--- src/rtl/video_timing_pkg.sv ---
// Shared raster timing constants and helpers for the video timing generator.
// Defaults describe 640x480@60 with a 25.175 MHz pixel clock.
package video_timing_pkg;

  localparam int DEF_H_ACTIVE   = 640;
  localparam int DEF_H_FP       = 16;
  localparam int DEF_H_SYNC     = 96;
  localparam int DEF_H_BP       = 48;
  localparam int DEF_V_ACTIVE   = 480;
  localparam int DEF_V_FP       = 10;
  localparam int DEF_V_SYNC     = 2;
  localparam int DEF_V_BP       = 33;
  localparam int DEF_PIPE_DELAY = 2;

  localparam int X_W  = 11;
  localparam int Y_W  = 10;
  localparam int FC_W = 16;

  localparam int X_MAX_TOTAL = 1 << X_W;
  localparam int Y_MAX_TOTAL = 1 << Y_W;

  typedef struct packed {
    logic de;
    logic hs;
    logic vs;
  } sync_bits_t;

  function automatic int timing_total(input int active, input int fp, input int sync,
                                      input int bp);
    return active + fp + sync + bp;
  endfunction

  function automatic int sync_start(input int active, input int fp);
    return active + fp;
  endfunction

  function automatic int sync_end(input int active, input int fp, input int sync);
    return active + fp + sync;
  endfunction

endpackage

--- src/rtl/video_timing_generator_signal_delay.sv ---
// Async-reset shift register; DEPTH=0 degenerates to a plain wire.
// Every stage resets to RESET_VAL so the delayed signals start out idle.
module signal_delay #(
  parameter int               WIDTH     = 1,
  parameter int               DEPTH     = 1,
  parameter logic [WIDTH-1:0] RESET_VAL = '0
) (
  input  logic             clk,
  input  logic             rst,
  input  logic [WIDTH-1:0] din,
  output logic [WIDTH-1:0] dout
);

  if (DEPTH == 0) begin : g_pass
    logic unused_clk_rst;
    assign unused_clk_rst = clk ^ rst;
    assign dout = din;
  end else begin : g_shift
    logic [WIDTH-1:0] stage_q [DEPTH];
    logic [WIDTH-1:0] stage_d [DEPTH];

    always_comb begin
      stage_d[0] = din;
      for (int i = 1; i < DEPTH; i++) begin
        stage_d[i] = stage_q[i-1];
      end
    end

    always_ff @(posedge clk or posedge rst) begin
      if (rst) begin
        for (int i = 0; i < DEPTH; i++) begin
          stage_q[i] <= RESET_VAL;
        end
      end else begin
        stage_q <= stage_d;
      end
    end

    assign dout = stage_q[DEPTH-1];
  end

endmodule

--- src/rtl/video_timing_generator.sv ---
// Raster timing generator: pixel counters, sync/DE generation, and realignment of
// a fixed-latency pixel source's RGB with delayed sync/DE for a TMDS encoder.
module video_timing_generator
  import video_timing_pkg::*;
#(
  parameter int H_ACTIVE   = DEF_H_ACTIVE,
  parameter int H_FP       = DEF_H_FP,
  parameter int H_SYNC     = DEF_H_SYNC,
  parameter int H_BP       = DEF_H_BP,
  parameter int V_ACTIVE   = DEF_V_ACTIVE,
  parameter int V_FP       = DEF_V_FP,
  parameter int V_SYNC     = DEF_V_SYNC,
  parameter int V_BP       = DEF_V_BP,
  parameter bit HSYNC_POL  = 1'b0,
  parameter bit VSYNC_POL  = 1'b0,
  parameter int PIPE_DELAY = DEF_PIPE_DELAY
) (
  input  logic            pixel_clk,
  input  logic            reset,
  output logic [X_W-1:0]  x,
  output logic [Y_W-1:0]  y,
  output logic            active,
  output logic            line_start,
  output logic            frame_start,
  output logic [FC_W-1:0] frame_count,
  input  logic [7:0]      red_in,
  input  logic [7:0]      green_in,
  input  logic [7:0]      blue_in,
  output logic [7:0]      red,
  output logic [7:0]      green,
  output logic [7:0]      blue,
  output logic            vde,
  output logic            hsync,
  output logic            vsync
);

  localparam int H_TOTAL  = timing_total(H_ACTIVE, H_FP, H_SYNC, H_BP);
  localparam int V_TOTAL  = timing_total(V_ACTIVE, V_FP, V_SYNC, V_BP);
  localparam int HS_START = sync_start(H_ACTIVE, H_FP);
  localparam int HS_END   = sync_end(H_ACTIVE, H_FP, H_SYNC);
  localparam int VS_START = sync_start(V_ACTIVE, V_FP);
  localparam int VS_END   = sync_end(V_ACTIVE, V_FP, V_SYNC);

  if (H_TOTAL > X_MAX_TOTAL || V_TOTAL > Y_MAX_TOTAL) begin : g_bad_size
    $error("video_timing_generator: H_TOTAL/V_TOTAL exceed counter width");
  end
  if (PIPE_DELAY < 0 || PIPE_DELAY > 15) begin : g_bad_delay
    $error("video_timing_generator: PIPE_DELAY must be 0..15");
  end

  // Comparisons use one extra bit so an end bound equal to 2^W does not alias to 0.
  localparam logic [X_W:0]   X_LAST    = (X_W+1)'(H_TOTAL - 1);
  localparam logic [Y_W:0]   Y_LAST    = (Y_W+1)'(V_TOTAL - 1);
  localparam logic [X_W:0]   X_ACT     = (X_W+1)'(H_ACTIVE);
  localparam logic [Y_W:0]   Y_ACT     = (Y_W+1)'(V_ACTIVE);
  localparam logic [X_W:0]   X_HS_BEG  = (X_W+1)'(HS_START);
  localparam logic [X_W:0]   X_HS_END  = (X_W+1)'(HS_END);
  localparam logic [Y_W:0]   Y_VS_BEG  = (Y_W+1)'(VS_START);
  localparam logic [Y_W:0]   Y_VS_END  = (Y_W+1)'(VS_END);
  localparam sync_bits_t     DLY_IDLE  = '{de: 1'b0, hs: ~HSYNC_POL, vs: ~VSYNC_POL};

  logic [X_W-1:0]  x_q, x_d;
  logic [Y_W-1:0]  y_q, y_d;
  logic [FC_W-1:0] frame_count_q, frame_count_d;
  logic            x_wrap, y_wrap;

  logic [X_W:0]    x_ext;
  logic [Y_W:0]    y_ext;
  logic            de_raw, hs_raw, vs_raw;
  sync_bits_t      raw_bits, dly_bits;

  logic            vde_q, vde_d;
  logic            hsync_q, hsync_d;
  logic            vsync_q, vsync_d;
  logic [7:0]      red_q, red_d;
  logic [7:0]      green_q, green_d;
  logic [7:0]      blue_q, blue_d;

  always_comb begin
    x_ext         = {1'b0, x_q};
    y_ext         = {1'b0, y_q};
    x_wrap        = (x_ext == X_LAST);
    y_wrap        = (y_ext == Y_LAST);
    x_d           = x_wrap ? '0 : x_q + 1'b1;
    y_d           = y_q;
    frame_count_d = frame_count_q;
    if (x_wrap) begin
      y_d = y_wrap ? '0 : y_q + 1'b1;
      if (y_wrap) begin
        frame_count_d = frame_count_q + 1'b1;
      end
    end
  end

  always_comb begin
    de_raw      = (x_ext < X_ACT) && (y_ext < Y_ACT);
    hs_raw      = (x_ext >= X_HS_BEG) && (x_ext < X_HS_END);
    vs_raw      = (y_ext >= Y_VS_BEG) && (y_ext < Y_VS_END);
    raw_bits.de = de_raw;
    raw_bits.hs = hs_raw ? HSYNC_POL : ~HSYNC_POL;
    raw_bits.vs = vs_raw ? VSYNC_POL : ~VSYNC_POL;
  end

  // Sync bits travel already converted to output polarity so idle stages read as deasserted.
  signal_delay #(
    .WIDTH     ($bits(sync_bits_t)),
    .DEPTH     (PIPE_DELAY),
    .RESET_VAL (DLY_IDLE)
  ) u_sync_delay (
    .clk  (pixel_clk),
    .rst  (reset),
    .din  (raw_bits),
    .dout (dly_bits)
  );

  always_comb begin
    vde_d   = dly_bits.de;
    hsync_d = dly_bits.hs;
    vsync_d = dly_bits.vs;
    red_d   = dly_bits.de ? red_in   : 8'd0;
    green_d = dly_bits.de ? green_in : 8'd0;
    blue_d  = dly_bits.de ? blue_in  : 8'd0;
  end

  always_ff @(posedge pixel_clk or posedge reset) begin
    if (reset) begin
      x_q           <= '0;
      y_q           <= '0;
      frame_count_q <= '0;
      vde_q         <= 1'b0;
      hsync_q       <= ~HSYNC_POL;
      vsync_q       <= ~VSYNC_POL;
      red_q         <= '0;
      green_q       <= '0;
      blue_q        <= '0;
    end else begin
      x_q           <= x_d;
      y_q           <= y_d;
      frame_count_q <= frame_count_d;
      vde_q         <= vde_d;
      hsync_q       <= hsync_d;
      vsync_q       <= vsync_d;
      red_q         <= red_d;
      green_q       <= green_d;
      blue_q        <= blue_d;
    end
  end

  assign x           = x_q;
  assign y           = y_q;
  assign frame_count = frame_count_q;
  assign active      = de_raw;
  assign line_start  = (x_q == '0) && (y_ext < Y_ACT);
  assign frame_start = (x_q == '0) && (y_q == '0);
  assign vde         = vde_q;
  assign hsync       = hsync_q;
  assign vsync       = vsync_q;
  assign red         = red_q;
  assign green       = green_q;
  assign blue        = blue_q;

endmodule

--- config.mk ---
export PLATFORM = sky130hd
export DESIGN_NAME = video_timing_generator
export DESIGN_NICKNAME = d
export VERILOG_FILES = /design/src/rtl/video_timing_pkg.sv /design/src/rtl/video_timing_generator_signal_delay.sv /design/src/rtl/video_timing_generator.sv
export SDC_FILE = /design/constraint.sdc
export NUM_CORES = 1
export LEC_CHECK = 0
export CORE_ASPECT_RATIO = 1.4
export CORE_MARGIN = 2
export CORE_UTILIZATION = 46
export DETAILED_ROUTE_END_ITERATION = 8
export PLACE_DENSITY_LB_ADDON = 0.05
export SLEW_MARGIN = 20
export SYNTH_ARGS = -nofsm -noshare
export SYNTH_HDL_FRONTEND = slang
export SYNTH_SLANG_ARGS = --single-unit
--- constraint.sdc ---
create_clock -name pixel_clk -period 2.6 [get_ports pixel_clk]
set_input_delay 0.52 -clock pixel_clk [delete_from_list [all_inputs] [get_ports pixel_clk]]
set_output_delay 0.52 -clock pixel_clk [all_outputs]
set_load 0.02 [all_outputs]
==> results.yml <==
run_status:
  status: "completed"
grt:
  antenna_found_initial: 0
  grt_pass1_vias: 2115
  grt_use_total: 0.1917
  grt-ovfl-total: 0
  grt_max_degree: 71
  grt_pass1_wl_um: 10460
clock_tree:
  clk_pin_slew_worst_paths_ps: 70
  clock_sinks: 70
  clock_path_buffers: 2
  numCtsBuffers: 9
  cts_tree: "done"
  cts-root-buf: "clkbuf_8"
  clock_latency_ps: 340
  cts.htree.levels: 3
  postCtsSetupRepairBufs: 0
critical_path:
  critPathBufInv: 2
  critPathRequiredTime_ps: 2080
  rrSetupSlack_ps: 370
  end_kind: "output port"
  critical-path-slowest-cell: "dfrtp_1"
  crit_fanout: 5
  startpoint_type: "register"
  cp_slowest_stage_delay_ps: 420
  cp.arrival_ps: 1890
  cp_cell_sequence: "inv_1 > ha_1 > nor4b_2 > nand4_1 > nor3_1 > dlygate4sd2_1"
  path_delay_family: "simple AND/OR/NAND/NOR gates"
  path_class: "reg2out"
synth:
  async_flop_share: 1.000
  synth_top_family_by_area: "simple AND/OR/NAND/NOR gates"
  yosysTopAreaCell: "dfrtp_1"
  synth_simple_gate_area_frac: 0.2342
  yosysWarnings: 0
  seq_area_frac_synth: 0.6032
  synth_compound_gate_area_share: 0.01244
  ys_seq_elements: 70
  yosys-top-cells-count: "64 x dfrtp_1, 28 x and2_1, 19 x nand3_1, 19 x xnor2_1, 16 x nor2_1"
  synth_cells: 246
  synthesis.area_um2: 2917
  avgSynthCellArea_um2: 11.86
  synthMuxAreaShare: 0.007293
  synthXorXnorAreaFrac: 0.09309
  yosys.cell_count.top_type: "dfrtp_1"
  yosysUniqueCellTypes: 31
  yosysTopAreaCellShare: 0.5491
  yosys-top-cells-area: "dfrtp_1 55%, and2_1 6.0%, xnor2_1 5.7%"
  synth_fa_ha_area_frac: 0.02574
  synth-edff-count: 0
  yosys_most_used_dff: "dfrtp_1"
  synthesis.nets: 278
placed_design:
  port_buffers: 92
  numPlacedInstances: 415
  dp.final_hpwl_um: 4541
  place_congestion: 0.8044
floorplanning:
  die_height_um: 98.22
  die_x_um: 71.30
  initial_core_util: 0.4728
  core_um2: 6168
  rows: 34
  dieArea_um2: 7002
  ios: 93
sta:
  slew_headroom: 0.6536
  slew_viol_final: 0
  fin_setup_tns_ps: 0
  fin_crit_sh: 0.9283
  timing.fmax_ghz: 0.4143
  skew_ps: 5.056
  worst_pin_slew_ps: 519.7
  period_needed_ps: 2413
  rsz0062_at_grt: "false"
  setup_viol: 0
  finalHoldViolations: 0
drt:
  ant_nets: 0
  dr.pass1.iters: 4
  via_count: 2217
  drt-total-wl_um: 6330
  drtIter0Drc: 57
  vias_per_cell: 5.144
  wire_per_inst_um: 14.69
  route.detailed.drc: 0
run:
  drv_cap: 0
power_and_ir_drop:
  pwr_density_cell_nw_per_um2: 521.4
  leakage_nw: 1.861
  peakVddDrop_mv: 0.2893
finish:
  synthToLayoutAreaGrowth_pct: 44.57
  drive_above_1_share: 0.1086
  diodes: 0
  fin_cells: 431
  finalNetCount: 386
worst_hold_path:
  hold_class: "reg2reg"
-- routing by layer --
| metal | up-vias | share of wire | GRT usage |
|---|---|---|---|
| met3 | 11 | 0.068 | 0.05779 |
| met2 | 74 | 0.50 | 0.3034 |
| met4 | 0 | 0.015 | 0.08128 |
| met5 | - | 0 | 0 |
| met1 | 1079 | 0.41 | 0.2427 |
| li1 | 1053 | - | - |
-- report_power, final --
| part | internal, mW | leakage (nW) | switching, mW |
|---|---|---|---|
| Combinational | 0.0766 | 0.879 | 0.0600 |
| Sequential | 1.11 | 0.872 | 0.00448 |
| Clock | 0.564 | 0.110 | 0.386 |
-- final timing paths --
| path | from | to | depth (start not counted) |
|---|---|---|---|
| worst max-delay path | x[0] | line_start | 6 |
| worst min-delay path | u_sync_delay.g_shift.stage_d[2] | u_sync_delay.dout[2] | 0 |
| worst max register to register | x[5] | frame_count[1] | 4 |
| worst min register to register | u_sync_delay.g_shift.stage_d[2] | u_sync_delay.dout[2] | 0 |
| max in group asynchronous | reset | hsync | 3 |
| min in group asynchronous | reset | green[5] | 3 |
-- cells by family (layout without fill, tap and decap cells) --
kind of cell | count (synthesis) | count (layout)
compound gates | 6 | 6
xor+xnor | 31 | 31
fa+ha+maj | 6 | 6
buf+inv | 16 | 129
flops | 70 | 70
mux | 2 | 2
simple gates | 115 | 115
-- flip-flops by register name, indices dropped and copies added, names as in the netlist --
name	count
red	8
blue	8
vsync	1
y	10
u_sync_delay.dout	3
vde	1
green	8
u_sync_delay.g_shift.stage_d	3
hsync	1
frame_count	16
x	11
-- through the flow --
step,instance area [um^2],utilization,worst slack [ps],hold WS [ps],power (mW)
final,4217,0.6836,186.5,349.2,2.199
after global routing,4217,0.6836,39.94,361.9,2.282
after floorplan,2917,-,321.7,331.2,1.187
after detailed placement,3999,0.6483,75.97,337.3,1.272
after global placement,3999,0.6483,132.0,337.8,1.270
after CTS,4217,0.6836,126.0,352.5,2.225
-- layout make-up --
type,count,area [um^2]
timing repair buffer,104,1020
multi-input combinational,160,1099
clock buffer,12,145.1
inverter,9,33.78
tap,72,90.09
clock inverter,4,70.07
fill,500,1952
sequential,70,1759
-- worst reg2reg max path, cell delays in order, from the launching register on --
cell,delay (ps)
dfrtp_1,450
or4_1,550
or3_1,540
nor2_4,220
mux2_1,350
-- what timing repair did --
action	in CTS	in global routing
setup endpoints to repair	3	0
hold buffers	0	0
resized for setup	4	0
-- cell usage in the layout, fill, tap and decap left out, drive strengths merged, types with 2 or more instances in the layout --
master,count
nor3,8
clkinv,2
nand3,19
and3,7
nor2,17
dfrtp,64
ha,6
buf,12
nand2,7
nand4,14
nor4,7
and2,28
bufinv,2
dfstp,6
clkdlybuf4s50,89
inv,9
dlygate4sd2,3
clkbuf,12
o21ai,3
xor2,12
nor4b,4
xnor2,19
(Power assumes the default switching activity.)
